### config.mk
export PLATFORM = sky130hd
export DESIGN_NAME = fdiv_result_stage
export DESIGN_NICKNAME = d
export VERILOG_FILES = /design/src/rtl/fpu_pkg.sv /design/src/rtl/fdiv_special_select.sv /design/src/rtl/fdiv_result_stage.sv
export SDC_FILE = /design/constraint.sdc
export NUM_CORES = 1
export LEC_CHECK = 0
export ABC_AREA = 1
export CORE_MARGIN = 2
export CORE_UTILIZATION = 50
export CTS_CLUSTER_DIAMETER = 120
export CTS_CLUSTER_SIZE = 8
export DETAILED_ROUTE_END_ITERATION = 10
export PLACE_DENSITY_LB_ADDON = 0.2
export SLEW_MARGIN = 30
export SYNTH_ARGS = -nofsm -noshare
export SYNTH_HDL_FRONTEND = slang
export SYNTH_SLANG_ARGS = --single-unit
### constraint.sdc
create_clock -name clk -period 4.9 [get_ports clk]
set_input_delay 0.49 -clock clk [delete_from_list [all_inputs] [get_ports clk]]
set_output_delay 0.49 -clock clk [all_outputs]
set_load 0.02 [all_outputs]
### src/rtl/fpu_pkg.sv
// Shared single-precision FPU definitions: constants, flag bit positions
// and the operand classifier used by the divide result stage.
package fpu_pkg;

  localparam logic [7:0]  EXP_MAX      = 8'hFF;
  localparam logic [31:0] QNAN_DEFAULT = 32'h7FC0_0000;

  // Bit positions inside the 4-bit exception flag vector
  localparam int unsigned FLG_INV = 3;
  localparam int unsigned FLG_DZ  = 2;
  localparam int unsigned FLG_OVF = 1;
  localparam int unsigned FLG_UNF = 0;

  typedef struct packed {
    logic zero;
    logic inf;
    logic nan;
    logic snan;
  } fp_class_t;

  // Denormals count as zero; a NaN is signalling when the quiet bit is clear.
  function automatic fp_class_t classify(input logic [31:0] x);
    fp_class_t c;
    logic [7:0]  e;
    logic [22:0] m;
    e      = x[30:23];
    m      = x[22:0];
    c.zero = (e == 8'h00);
    c.inf  = (e == EXP_MAX) && (m == 23'd0);
    c.nan  = (e == EXP_MAX) && (m != 23'd0);
    c.snan = c.nan && !m[22];
    return c;
  endfunction

endpackage

### src/rtl/fdiv_special_select.sv
// Combinational special-case substitution for the divide result:
// classifies both operands and picks the IEEE result and exception flags.
module fdiv_special_select
  import fpu_pkg::*;
#(
  parameter logic [31:0] QNAN = QNAN_DEFAULT
) (
  input  logic [31:0] op_a,
  input  logic [31:0] op_b,
  input  logic [31:0] raw_result,
  input  logic        raw_uf,
  output logic [31:0] result,
  output logic [3:0]  flags
);

  fp_class_t cls_a;
  fp_class_t cls_b;
  logic      sign;

  assign cls_a = classify(op_a);
  assign cls_b = classify(op_b);
  assign sign  = op_a[31] ^ op_b[31];

  // Priority selection: NaN propagation first, raw datapath result last
  always_comb begin
    result = {sign, raw_result[30:0]};
    flags  = 4'b0000;
    if (cls_a.nan || cls_b.nan) begin
      result         = QNAN;
      flags[FLG_INV] = cls_a.snan | cls_b.snan;
    end else if ((cls_a.zero && cls_b.zero) || (cls_a.inf && cls_b.inf)) begin
      result         = QNAN;
      flags[FLG_INV] = 1'b1;
    end else if (cls_a.inf) begin
      result = {sign, EXP_MAX, 23'd0};
    end else if (cls_b.zero) begin
      result        = {sign, EXP_MAX, 23'd0};
      flags[FLG_DZ] = 1'b1;
    end else if (cls_a.zero || cls_b.inf) begin
      result = {sign, 31'd0};
    end else if (raw_result[30:23] == EXP_MAX) begin
      result         = {sign, EXP_MAX, 23'd0};
      flags[FLG_OVF] = 1'b1;
    end else if (raw_uf || (raw_result[30:23] == 8'h00)) begin
      result         = {sign, 31'd0};
      flags[FLG_UNF] = 1'b1;
    end else begin
      result = {sign, raw_result[30:0]};
    end
  end

endmodule

### src/rtl/fdiv_result_stage.sv
// Divide result stage: special-result substitution, a small in-order output
// queue with valid/ready handshakes, and sticky exception flags.
module fdiv_result_stage
  import fpu_pkg::*;
#(
  parameter int unsigned DEPTH = 2,
  parameter logic [31:0] QNAN  = QNAN_DEFAULT
) (
  input  logic        clk,
  input  logic        rst,
  input  logic        in_valid,
  output logic        in_ready,
  input  logic [31:0] op_a,
  input  logic [31:0] op_b,
  input  logic [31:0] raw_result,
  input  logic        raw_uf,
  output logic        out_valid,
  input  logic        out_ready,
  output logic [31:0] out_result,
  output logic [3:0]  out_flags,
  input  logic        flags_clear,
  output logic [3:0]  flags_sticky
);

  localparam int unsigned      PTR_W = $clog2(DEPTH);
  localparam int unsigned      CNT_W = $clog2(DEPTH + 1);
  localparam logic [CNT_W-1:0] FULL  = CNT_W'(DEPTH);

  logic [31:0]      sel_result;
  logic [3:0]       sel_flags;
  logic [31:0]      mem_result [DEPTH];
  logic [3:0]       mem_flags  [DEPTH];
  logic [PTR_W-1:0] wr_ptr_r;
  logic [PTR_W-1:0] rd_ptr_r;
  logic [CNT_W-1:0] count_r;
  logic [PTR_W-1:0] wr_ptr_nxt;
  logic [PTR_W-1:0] rd_ptr_nxt;
  logic [CNT_W-1:0] count_nxt;
  logic [31:0]      head_result_nxt;
  logic [3:0]       head_flags_nxt;
  logic             push;
  logic             pop;

  fdiv_special_select #(.QNAN(QNAN)) u_select (
    .op_a       (op_a),
    .op_b       (op_b),
    .raw_result (raw_result),
    .raw_uf     (raw_uf),
    .result     (sel_result),
    .flags      (sel_flags)
  );

  assign push = in_valid & in_ready;
  assign pop  = out_valid & out_ready;

  // Next pointers, occupancy and the entry that will sit at the head
  always_comb begin
    wr_ptr_nxt = push ? (wr_ptr_r + PTR_W'(1)) : wr_ptr_r;
    rd_ptr_nxt = pop  ? (rd_ptr_r + PTR_W'(1)) : rd_ptr_r;
    case ({push, pop})
      2'b10:   count_nxt = count_r + CNT_W'(1);
      2'b01:   count_nxt = count_r - CNT_W'(1);
      default: count_nxt = count_r;
    endcase
    // A push lands at the head when it is the only entry left afterwards
    if (push && (wr_ptr_r == rd_ptr_nxt)) begin
      head_result_nxt = sel_result;
      head_flags_nxt  = sel_flags;
    end else begin
      head_result_nxt = mem_result[rd_ptr_nxt];
      head_flags_nxt  = mem_flags[rd_ptr_nxt];
    end
  end

  // Queue storage and pointer/count state
  always_ff @(posedge clk or posedge rst) begin
    if (rst) begin
      wr_ptr_r <= '0;
      rd_ptr_r <= '0;
      count_r  <= '0;
      for (int i = 0; i < DEPTH; i++) begin
        mem_result[i] <= 32'h0000_0000;
        mem_flags[i]  <= 4'b0000;
      end
    end else begin
      wr_ptr_r <= wr_ptr_nxt;
      rd_ptr_r <= rd_ptr_nxt;
      count_r  <= count_nxt;
      if (push) begin
        mem_result[wr_ptr_r] <= sel_result;
        mem_flags[wr_ptr_r]  <= sel_flags;
      end
    end
  end

  // Registered handshake outputs and head-of-queue presentation
  always_ff @(posedge clk or posedge rst) begin
    if (rst) begin
      in_ready   <= 1'b1;
      out_valid  <= 1'b0;
      out_result <= 32'h0000_0000;
      out_flags  <= 4'b0000;
    end else begin
      in_ready  <= (count_nxt != FULL);
      out_valid <= (count_nxt != '0);
      if (count_nxt != '0) begin
        out_result <= head_result_nxt;
        out_flags  <= head_flags_nxt;
      end
    end
  end

  // Sticky flags collect popped results; a clear never drops a same-cycle pop
  always_ff @(posedge clk or posedge rst) begin
    if (rst) begin
      flags_sticky <= 4'b0000;
    end else if (pop) begin
      flags_sticky <= flags_clear ? out_flags : (flags_sticky | out_flags);
    end else if (flags_clear) begin
      flags_sticky <= 4'b0000;
    end
  end

endmodule

==> results.toml, run 1 <==
[placed_design]
gp_congestion = 0.818
port_buffers = 142
place_hpwl_um = 10300
dp.cells = 1216

[clock_network]
clkLatencyLatePin_ns = 0.42
cts_hold_buf = 0
cts_setup_buffers = 0
cts_tree = "built"
htreeDepth = 4
cts_resized = 0
cts.path.max_buffers = 2
cts-root-buf = "clkbuf_16"
cts_sinks = 118
cts_buffers = 17
cts.reportedPaths.clkPinSlew_ns = 0.06

[finish]
fin_nets = 1166
areaGrowthSynthToFinish_pct = 35.8
final_layout_size_suffix_gt1_frac = 0.0502
diodes = 0
stdcell_count = 1248

[worst_setup_path]
cp-end-kind = "flop"
r2r_cells = 11
crit_chain = "clkdlybuf4s50_1, nand2_1, inv_1, ha_1, inv_1, nand2_1, o21ai_0, nand3_1, clkinv_1, buf_4, nand2_1, o21ai_1"
cp.required_ns = 5.24
cp-start-kind = "input pin"
worstSetupStartpoint = "out_ready"
slowest_stage = "nand3_1"
critPathTopFamily = "buffers and inverters"
cp.arrival_ns = 3.27
crit_path_max_incr_delay_ns = 0.55
crit_buf_inv = 5
r2r_slack_ns = 2.07
crit_type = "input pin to flop"
cp_max_fo = 36
crit_top_cell = "nand2_1"
rr_endpoint = "out_flags[2]$_DFFE_PP0P_"
reg2reg_from = "out_valid$_DFF_PP0_"

[die]
io_pins = 144
rows = 41
core_sq_um = 12500
die_w_um = 117
chipHeight_um = 117
die_area_sq_um = 13600
initial_utilization = 0.508

[yosys]
synth.avg_cell_area_sq_um = 6.78
async_flop_share = 1.00
synth_nets = 1037
synth_edf_count = 0
yosys_most_used_dff = "dfrtp_1"
mappedNetlistArea_sq_um = 6330
seq_area_frac_synth = 0.467
postSynthCellCount = 934
yosys_register_bits = 118
synth_cell_type_count = 24
ys_warn_count = 0

[sta]
relSlewSlack = 0.409
fmax_ghz = 0.342
setup_viol = 0
worst_slew_pin_slew_ns = 0.884
setup_tns_ns = 0
period_needed_ns = 2.93
finalCritPeriodShare = 0.597
rsz0062_at_grt = "no"
finClkSkew_ns = 0.00632
final_max_slew_viol_count = 0
hold_viol = 0

[pwr]
vdd_drop_max_mv = 0.309
power.total_mw = 5.54
powerDensity_nw_per_um2 = 644
p_leak_nw = 4.39

[outcome]
status = "finished clean"

[grt]
grt_pass1_wl_um = 27500
antenna_found_initial = 0
track_usage = 0.256
grt_pass1_vias = 6006
grt_max_degree = 55
grt_overflow = 0

[flow_run]
maxCapViolCount = 0

[route]
firstDrtPassIters = 5
post_drt_via_cell_ratio = 4.94
first_iter_violations = 419
wl_per_cell_um = 13.0
num_vias = 6165
route.detailed.drc = 0
totalWireLength_um = 16300
ant_nets = 0

[worst_hold_path]
min_path_type = "input pin to async pin"
-- state kept, by name, summed over array words and instances, names as in the netlist --
register,cells
flags_sticky,4
mem_flags,8
rd_ptr_r,1
out_result,32
out_valid,1
wr_ptr_r,1
in_ready,1
count_r,2
out_flags,4
mem_result,64
-- report_power, final --
| part | switching (mW) | internal [mW] |
|---|---|---|
| registers | 0.227 | 1.43 |
| logic | 1.52 | 0.945 |
| clock network | 0.452 | 0.965 |
| total | 2.20 | 3.34 |
-- cells by family after synthesis --
family / after synthesis / share of synthesized area
AND/OR/NAND/NOR: 557 / 0.344
XOR/XNOR: 4 / 0.00672
AO/OA/AOI/OAI: 120 / 0.0968
adder cells (fa/ha/maj): 1 / 0.00198
flip-flops: 118 / 0.467
buffers and inverters: 134 / 0.0834
-- metrics by stage --
| step | cell area, sq um | hold WS, ns | setup WS, ns | util |
|---|---|---|---|---|
| floorplan | 6330 | 0.449 | 1.28 | - |
| global placement | 7910 | 0.463 | 1.63 | 0.635 |
| detailed placement | 7930 | 0.465 | 1.56 | 0.636 |
| CTS | 8600 | 0.439 | 1.96 | 0.690 |
| global route | 8600 | 0.479 | 1.75 | 0.690 |
| finish | 8600 | 0.427 | 1.97 | 0.690 |
-- cell usage in the layout (no fill, tap or decap), drive strengths merged --
cell and instances:
nand4 9, nor2 119, clkdlybuf4s50 142, dfstp 1
inv 82, bufinv 6, or3 1, xor2 2
a31oi 8, o21bai 1, xnor2 2, nor3 2
buf 14, clkbuf 19, ha 1, clkinvlp 2
nand3 40, clkinv 11, dfrtp 117, nand2 386
o21ai 111
-- layout make-up --
cell class,count,area [sq um]
multi-input cells,682,2890
flip-flops and latches,118,2950
well taps,172,215
clock buffers,19,443
fillers,1076,3860
clock inverters,13,228
inverters,88,333
repair buffers,156,1540
-- worst max-delay path by stage --
stage	cells past startpoint	slack (ns)	endpoint
after floorplan	1	1.28	count_r[0]$_DFF_PP0_
final	12	1.97	out_flags[2]$_DFFE_PP0P_
after CTS	12	1.96	out_flags[2]$_DFFE_PP0P_
after detailed placement	12	1.56	out_result[2]$_DFFE_PP0P_
after global placement	13	1.63	out_result[0]$_DFFE_PP0P_
after global routing	13	1.75	out_result[0]$_DFFE_PP0P_
-- cells in the mapped netlist (2+ instances only) --
| cell | number | area share |
|---|---|---|
| o21ai_0 | 99 | 0.078 |
| nand2_1 | 386 | 0.23 |
| o21ai_1 | 12 | 0.0095 |
| inv_1 | 81 | 0.048 |
| dfrtp_1 | 117 | 0.46 |
| nor3_2 | 2 | 0.0032 |
| xor2_1 | 2 | 0.0028 |
| clkbuf_1 | 27 | 0.016 |
| nand4_1 | 9 | 0.0089 |
| clkinv_1 | 6 | 0.0036 |
| a31oi_1 | 8 | 0.0079 |
| buf_2 | 17 | 0.013 |
| nor2_1 | 118 | 0.070 |
| nand3_1 | 40 | 0.032 |
-- worst register-to-register path: stages (launching register included) --
cell and delay [ns]:
dfrtp_1 0.37, nand2_1 0.23, inv_1 0.16, ha_1 0.33, inv_1 0.06, nand2_1 0.05, o21ai_0 0.22, nand3_1 0.55
clkinv_1 0.16, buf_4 0.42, nand2_1 0.13, o21ai_1 0.09
-- per-layer routing --
metal	track usage	part of all wire	routed length, um
met4	0.107	0.023	381
met3	0.0436	0.053	856
met5	0	0	0
met1	0.329	0.43	7040
met2	0.430	0.49	7980
No activity file was read; power rests on OpenSTA's default activity.
==> inputs of run 2 (changes only) <==
--- a/config.mk
+++ b/config.mk
@@ -7,7 +7,7 @@
 export LEC_CHECK = 0
 export ABC_AREA = 1
 export CORE_MARGIN = 2
-export CORE_UTILIZATION = 50
+export CORE_UTILIZATION = 46
 export CTS_CLUSTER_DIAMETER = 120
 export CTS_CLUSTER_SIZE = 8
 export DETAILED_ROUTE_END_ITERATION = 10
==> constraint.sdc (replaced) <==
create_clock -name clk -period 2.6 [get_ports clk]
set_input_delay 0.26 -clock clk [delete_from_list [all_inputs] [get_ports clk]]
set_output_delay 0.26 -clock clk [all_outputs]
set_load 0.02 [all_outputs]
==> results.toml, run 2 (synthesis results as in run 1) <==
[sta]
finalCritPeriodShare = 0.882
finClkSkew_ns = 0.0103
final_max_slew_viol_count = 0
period_needed_ns = 2.29
worst_slew_pin_slew_ns = 0.628
fmax_ghz = 0.436
hold_viol = 0
relSlewSlack = 0.579
setup_viol = 0
rsz0062_at_grt = "no"
setup_tns_ns = 0

[pwr]
clkPwrFrac = 0.230
p_seq_frac = 0.302
p_sw_frac = 0.403
p_comb_frac = 0.467
switchingPower_mw = 4.16
p_leak_nw = 4.43
p_int_mw = 6.17
powerDensity_nw_per_um2 = 1190
vdd_drop_max_mv = 0.705

[worst_setup_path]
cp_max_fo = 20
r2r_slack_ns = 0.31
cp.required_ns = 2.89
cp-start-kind = "flop"
crit_type = "flop to flop"
cp.arrival_ns = 2.58
r2r_cells = 10
cp-end-kind = "flop"

[clock_network]
cts_hold_buf = 0
cts_buffers = 17
cts-root-buf = "clkbuf_16"
htreeDepth = 4
cts.reportedPaths.clkPinSlew_ns = 0.05
clkLatencyLatePin_ns = 0.41
cts_setup_buffers = 0
cts.path.max_buffers = 2
cts_tree = "built"
cts_sinks = 118
cts_resized = 0

[finish]
largest_register_ffs = 64
fin_nets = 1178
mostFrequentLayoutCell = "nand2_1"
final_layout_size_suffix_gt1_frac = 0.0607
diodes = 0
largestRegisters = "mem_result: 64 flops, out_result: 32 flops, mem_flags: 8 flops"
regMostFlops = "mem_result"
layout_common_cells = "nand2_1, clkdlybuf4s50_1, nor2_1, dfrtp_1, o21ai_0"
final_core_utilization = 0.649
areaGrowthSynthToFinish_pct = 36.8

[grt]
grt_pass1_vias = 6043
grt_pass1_wl_um = 28400
antenna_found_initial = 0
grt_max_degree = 53
track_usage = 0.240
grt_overflow = 0

[placed_design]
place_hpwl_um = 10800
port_buffers = 142
gp_congestion = 0.811

[route]
totalWireLength_um = 16400
ant_nets = 0
num_vias = 6146
wl_per_cell_um = 13.0
post_drt_via_cell_ratio = 4.86
first_iter_violations = 494
firstDrtPassIters = 5
route.detailed.drc = 0

[die]
chipHeight_um = 121
io_pins = 144
die_w_um = 121
die_area_sq_um = 14700
core_sq_um = 13300
initial_utilization = 0.474
rows = 42

[outcome]
status = "finished clean"

[flow_run]
maxCapViolCount = 0

[worst_hold_path]
min_path_type = "input pin to async pin"
run 2: path summary, 6_finish.rpt:
path | start | to
worst max-delay path | in_ready$_DFF_PP1_ | out_result[31]$_DFFE_PP0P_
worst min-delay path | rst | mem_result[4]$_DFFE_PP0P_
worst max register to register | in_ready$_DFF_PP1_ | out_result[31]$_DFFE_PP0P_
worst min register to register | out_result[27]$_DFFE_PP0P_ | out_result[27]$_DFFE_PP0P_
max in group asynchronous | rst | mem_result[21]$_DFFE_PP0P_
min in group clk | out_result[27]$_DFFE_PP0P_ | out_result[27]$_DFFE_PP0P_
run 2: per-stage QoR:
step / hold WS [ns] / power (mW) / instance area (sq um) / setup slack (ns) / std cells
2_1_floorplan: 0.356 / 6.16 / 6330 / 0.352 / 934
6_report: 0.119 / 10.3 / 8660 / 0.308 / 1264
4_1_cts: 0.122 / 10.4 / 8660 / 0.311 / 1264
3_5_place_dp: 0.464 / 7.95 / 8050 / 0.141 / 1232
3_3_place_gp: 0.464 / 7.84 / 8050 / 0.215 / 1232
5_1_grt: 0.137 / 11.2 / 8660 / 0.206 / 1264
run 2: area by class of cell:
cell class	count	area, sq um
fillers	1208	4690
repair buffers	168	1670
well taps	176	220
clock buffers	20	457
inverters	88	334
flip-flops and latches	118	2950
clock inverters	12	151
multi-input cells	682	2880
run 2: routing by layer:
metal / vias up / part of all wire / track usage
met5: - / 0 / 0
met4: 0 / 0.013 / 0.0726
met3: 22 / 0.052 / 0.0470
met2: 184 / 0.48 / 0.390
met1: 2774 / 0.45 / 0.326
li1: 3166 / - / -
run 2: power by group through the flow:
stage,clock (mW),combinational [mW],sequential [mW]
finish,2.38,4.83,3.12
global placement,0,4.72,3.12
CTS,2.41,4.86,3.12
floorplan,0,2.77,3.39
global route,2.51,5.49,3.22
detailed placement,0,4.82,3.13
run 2: worst max-delay path: stages (launching register included):
cell and delay, ns:
dfstp_2 0.52, nand2_1 0.07, ha_1 0.33, inv_1 0.07, nand2_1 0.07, or3_1 0.34
nand3_1 0.24, clkinv_1 0.14, buf_4 0.24, nand2_1 0.09, nand2_1 0.06
